<file path="config.mk">
export PLATFORM = sky130hd
export DESIGN_NAME = seg7_scan_controller
export DESIGN_NICKNAME = d
export VERILOG_FILES = /design/src/rtl/seg7_pkg.sv /design/src/rtl/seg7_scan_controller_decoder.sv /design/src/rtl/seg7_scan_controller.sv
export SDC_FILE = /design/constraint.sdc
export NUM_CORES = 1
export LEC_CHECK = 0
export ABC_AREA = 0
export ABC_CLOCK_PERIOD_IN_PS = 6800
export CORE_ASPECT_RATIO = 1.4
export CORE_MARGIN = 4
export CORE_UTILIZATION = 45
export DETAILED_ROUTE_END_ITERATION = 8
export HOLD_SLACK_MARGIN = 0.05
export MAX_ROUTING_LAYER = met4
export PLACE_DENSITY = 0.64
export RECOVER_POWER = 25
export SYNTH_ARGS = -nofsm -noshare
export SYNTH_HDL_FRONTEND = slang
export SYNTH_SLANG_ARGS = --single-unit
export TNS_END_PERCENT = 1
</file>
<file path="constraint.sdc">
create_clock -name i_clk -period 6.8 [get_ports i_clk]
set_clock_uncertainty 0.2 [all_clocks]
set_input_delay 1.02 -clock i_clk [delete_from_list [all_inputs] [get_ports i_clk]]
set_output_delay 1.02 -clock i_clk [all_outputs]
set_load 0.01 [all_outputs]
</file>
<file path="src/rtl/seg7_pkg.sv">
// seg7_pkg: segment bit positions, hex-to-segment table and scan phase type
package seg7_pkg;
  localparam int SEG_A = 0;
  localparam int SEG_G = 6;
  localparam int SEG_DP = 7;
  localparam logic [6:0] SEG_TABLE [16] = '{
    7'h3F, 7'h06, 7'h5B, 7'h4F, 7'h66, 7'h6D, 7'h7D, 7'h07,
    7'h7F, 7'h6F, 7'h77, 7'h7C, 7'h39, 7'h5E, 7'h79, 7'h71
  };
  typedef enum logic [1:0] {BLANK, ON, DIM} phase_t;
endpackage

</file>
<file path="src/rtl/seg7_scan_controller_decoder.sv">
// seg7_decoder: hex nibble plus dp to active-low segment byte with optional blanking
module seg7_decoder
  import seg7_pkg::*;
(
  input  logic [3:0] nibble,
  input  logic       dp,
  input  logic       blank,
  output logic [7:0] seg
);
  always_comb begin
    seg[SEG_DP] = ~dp;
    seg[SEG_G:SEG_A] = blank ? 7'h7F : ~SEG_TABLE[nibble];
  end
endmodule

</file>
<file path="src/rtl/seg7_scan_controller.sv">
// seg7_scan_controller: 4-digit multiplexed 7-segment scan with blanking gap, PWM and frame snapshot
module seg7_scan_controller
  import seg7_pkg::*;
#(
  parameter int TICKS_PER_DIGIT = 1000,
  parameter int BLANK_TICKS = 8
) (
  input  logic        i_clk,
  input  logic        i_rst,
  input  logic [15:0] i_digits,
  input  logic [3:0]  i_dp,
  input  logic [2:0]  i_brightness,
  input  logic        i_blankLz,
  output logic [7:0]  o_LED,
  output logic [3:0]  o_digitSelect,
  output logic        o_frameStart
);
  localparam int SUB = (TICKS_PER_DIGIT - BLANK_TICKS) / 8;
  localparam int TW = $clog2(TICKS_PER_DIGIT);
  logic [TW-1:0] tick;
  logic [1:0] idx;
  logic [2:0] bri_q;
  logic [15:0] snap_digits;
  logic [3:0] snap_dp;
  logic snap_lz;
  logic [3:0] lz_blank;
  logic tick_last;
  logic frame_edge;
  logic [7:0] seg;
  phase_t phase;
  always_comb begin
    tick_last = tick == TW'(TICKS_PER_DIGIT - 1);
    frame_edge = tick == '0 && idx == '0;
    lz_blank[3] = snap_lz && snap_digits[15:12] == 4'h0;
    lz_blank[2] = lz_blank[3] && snap_digits[11:8] == 4'h0;
    lz_blank[1] = lz_blank[2] && snap_digits[7:4] == 4'h0;
    lz_blank[0] = 1'b0;
    phase = int'(tick) < BLANK_TICKS ? BLANK :
            int'(tick) < BLANK_TICKS + (int'(bri_q) + 1) * SUB ? ON : DIM;
  end
  seg7_decoder u_dec (
    .nibble(snap_digits[{idx, 2'b00} +: 4]),
    .dp(snap_dp[idx]),
    .blank(lz_blank[idx]),
    .seg(seg)
  );
  always_ff @(posedge i_clk) begin
    if (i_rst) begin
      tick <= '0;
      idx <= '0;
      bri_q <= '0;
      snap_digits <= '0;
      snap_dp <= '0;
      snap_lz <= 1'b0;
      o_LED <= 8'hFF;
      o_digitSelect <= 4'hF;
      o_frameStart <= 1'b0;
    end else begin
      tick <= tick_last ? '0 : tick + 1'b1;
      idx <= tick_last ? idx + 1'b1 : idx;
      if (tick == '0) bri_q <= i_brightness;
      if (frame_edge) begin
        snap_digits <= i_digits;
        snap_dp <= i_dp;
        snap_lz <= i_blankLz;
      end
      o_frameStart <= frame_edge;
      o_digitSelect <= phase == ON ? ~(4'b1 << idx) : 4'hF;
      o_LED <= phase == ON ? seg : 8'hFF;
    end
  end
endmodule

</file>
==> reports/metrics.cfg <==
[worst_setup_path]
start_kind = register
path_common_cell = inv_1
crit_type = register to register
cp_data_required_time_ns = 6.76
r2r-end = o_LED[6]$_SDFF_PP1_
worstPathMaxFanout = 12
crit_slowest_cell = o22ai_1
rr_startpoint = bri_q[0]$_SDFFE_PP0N_
r2r_slack_ns = 1.29
critPathMaxStageDelay_ns = 0.62
end_kind = register
path_cells = inv_1 -> ha_1 -> inv_1 -> fa_1 -> inv_1 -> fa_1 -> inv_1 -> ha_1 -> a21o_1 -> a21oi_2 -> xor2_1 -> xor2_1 -> ha_1 -> a211oi_1 -> a21oi_1 -> o21a_1 -> o22ai_1 -> o211ai_1
cp_data_arrival_time_ns = 5.47
ff2ff_path_depth = 18

[finish]
final_util_pct = 55.25
fin_nets = 414
drive_gt1_share_pct = 6.571
diodes = 0
syn2layout_area_growth_pct = 17.40
final_cells = 422

[pwr]
peakVddDrop_mv = 0.1548
leakagePower_nw = 1.486
power_density_nw_per_um2 = 224.9

[place]
globalplace.congestion = 0.8733
hpwl_um = 4472
port_buffers = 38
post-place-ws_ns = 1.248
dp_cells = 414

[cts]
worstSkewPairLatency_ns = 0.31
post_cts_buffers = 0
ctsHoldBuffers = 0
clock_sinks = 49
numCtsBuffers = 5
cts_tree = built
cts.htree.levels = 2
clk_pin_slew_worst_paths_ns = 0.10
post_cts_resized = 0
cts_root_buf = clkbuf_8
cts_buffer_depth = 2

[detailed_routing]
wl_per_cell_um = 13.56
drt-total-wl_um = 5723
drt_pre_antenna_iters = 4
via_per_inst = 5.277
vias = 2227
drtIter0Drc = 83
antenna_left = 0
drc = 0

[yosys]
synthTopCellsByArea = dfxtp_1 (33%), ha_1 (14%), mux2i_1 (8.4%)
yosys.area.top_type = dfxtp_1
yosysSeqAreaShare_pct = 33.11
synthFlopType = dfxtp_1
avgSynthCellArea_sq_um = 9.436
synth.most_common_cell = dfxtp_1
ys_ff_latch = 49
synth_common_cells = dfxtp_1 (49), nor2_1 (40), ha_1 (33)
synth_nets = 379
synth_top_area_share_pct = 33.11
synth_area_sq_um = 2963
synth.distinct_cells = 46
yosysWarnings = 0
synthArstFlopShare_pct = 0
synth-edff-count = 0
synthCells = 314

[flow_run]
maxCapViolations = 0

[timing]
rsz0062_at_grt = no
whs_ns = 0.2714
finalSetupViolations = 0
tightest_slew_ns = 1.417
finalSetupTns_ns = 0
hold_viol = 0
final-max-slew-violation-count = 0
timing.final.crit_share_pct = 81.01
fin_ws_ns = 1.291
finalWorstPathRequiredPeriod_ns = 5.509
slew_headroom_pct = 5.530
max_freq_mhz = 181.5

[die]
dieArea_sq_um = 7965
start_util_pct = 47.06
die_h_um = 104.0
die_w_um = 76.58
io_pins = 39
core_area_sq_um = 6296
num_rows = 34

[status]
status = completed

[global_route]
overflow = 0
grt_pass1_vias = 2166
grt_start_max_net_pins = 32
antenna_found_initial = 0
track_usage_pct = 15.24
grt_pass1_wl_um = 9749

[min_path]
hp-start = tick[0]$_SDFF_PP0_
holdPathStages = 1
min_to = tick[0]$_SDFF_PP0_
holdCritPathClass = register to register

layout by cell type, fill, tap and decap left out, drive strengths merged, types with 2 or more instances in the layout:
master         instances
dfxtp                 49
nor2                  40
clkdlybuf4s50         37
ha                    33
mux2i                 25
inv                   25
nand2                 19
a21oi                 14
nand3                 12
xor2                  10
mux4                   6
xnor2                  6
fa                     6
clkbuf                 6
nor3                   5
o21ai                  5
nand4                  4
nor4                   4
and3                   3
nor2b                  3
nand2b                 3
o211ai                 3
o21a                   3
o22ai                  3
or3                    3
mux2                   3
a22oi                  2
nor3b                  2
clkinvlp               2
power by group:
group / switching [mW] / internal [mW] / total [mW]
logic: 0.153 / 0.134 / 0.288
clock network: 0.105 / 0.0749 / 0.180
registers: 0.0119 / 0.303 / 0.314
critical path, delay by kind of cell (launching register included):
| kind | cells | cell delay (ns) |
|---|---|---|
| AO/OA/AOI/OAI | 7 | 1.65 |
| XOR/XNOR | 2 | 0.45 |
| flip-flops | 1 | 0.48 |
| buffers and inverters | 4 | 0.47 |
| adder cells (fa/ha/maj) | 5 | 2.11 |
final cells by class:
cell class              count  area, sq um
clock buffers               5        68.82
flip-flops and latches     49        980.9
clock inverters             3        26.28
well taps                  72        90.09
fillers                   578         2818
multi-input cells         230         1838
repair buffers             39        384.1
inverters                  24        90.09
flip-flops by register name (all words and copies together), names as in the netlist:
signal         flops
snap_dp            4
idx                2
o_LED              8
snap_lz            1
bri_q              3
snap_digits       16
o_digitSelect      4
tick              10
o_frameStart       1
logic make-up (layout without fill, tap and decap cells):
| kind of cell | Yosys count | in the layout | synth area share [%] |
|---|---|---|---|
| flip-flops | 49 | 49 | 33.11 |
| multiplexers | 34 | 34 | 14.27 |
| XOR/XNOR | 16 | 16 | 4.730 |
| buffers and inverters | 35 | 71 | 4.856 |
| AO/OA/AOI/OAI | 37 | 37 | 8.235 |
| adder cells (fa/ha/maj) | 39 | 39 | 17.99 |
| AND/OR/NAND/NOR | 104 | 104 | 16.81 |
worst max path at each step:
stage | start | to | slack (ns) | cells past startpoint
4_1_cts | bri_q[0]$_SDFFE_PP0N_ | o_LED[6]$_SDFF_PP1_ | 1.22 | 18
5_1_grt | bri_q[0]$_SDFFE_PP0N_ | o_LED[7]$_SDFF_PP1_ | 0.82 | 18
2_1_floorplan | bri_q[0]$_SDFFE_PP0N_ | o_LED[1]$_SDFF_PP1_ | 1.97 | 19
3_3_place_gp | bri_q[0]$_SDFFE_PP0N_ | o_LED[6]$_SDFF_PP1_ | 1.39 | 18
6_report | bri_q[0]$_SDFFE_PP0N_ | o_LED[6]$_SDFF_PP1_ | 1.29 | 18
3_5_place_dp | bri_q[0]$_SDFFE_PP0N_ | o_LED[6]$_SDFF_PP1_ | 1.25 | 18
routing by layer:
metal  up-vias  GRT usage (%)  share of wire, %
met3         6          3.120               3.8
met1      1029          17.33                45
met2        39          26.54                50
met5         -              -                 0
li1       1153              -                 -
met4         0          5.052               1.4
stage by stage:
stage | power (mW) | instance area, sq um
floorplan | 0.5454 | 2963
global placement | 0.6038 | 3387
detailed placement | 0.6095 | 3387
CTS | 0.7939 | 3482
global route | 0.8463 | 3478
finish | 0.7822 | 3478
No activity file was read; power rests on OpenSTA's default activity.
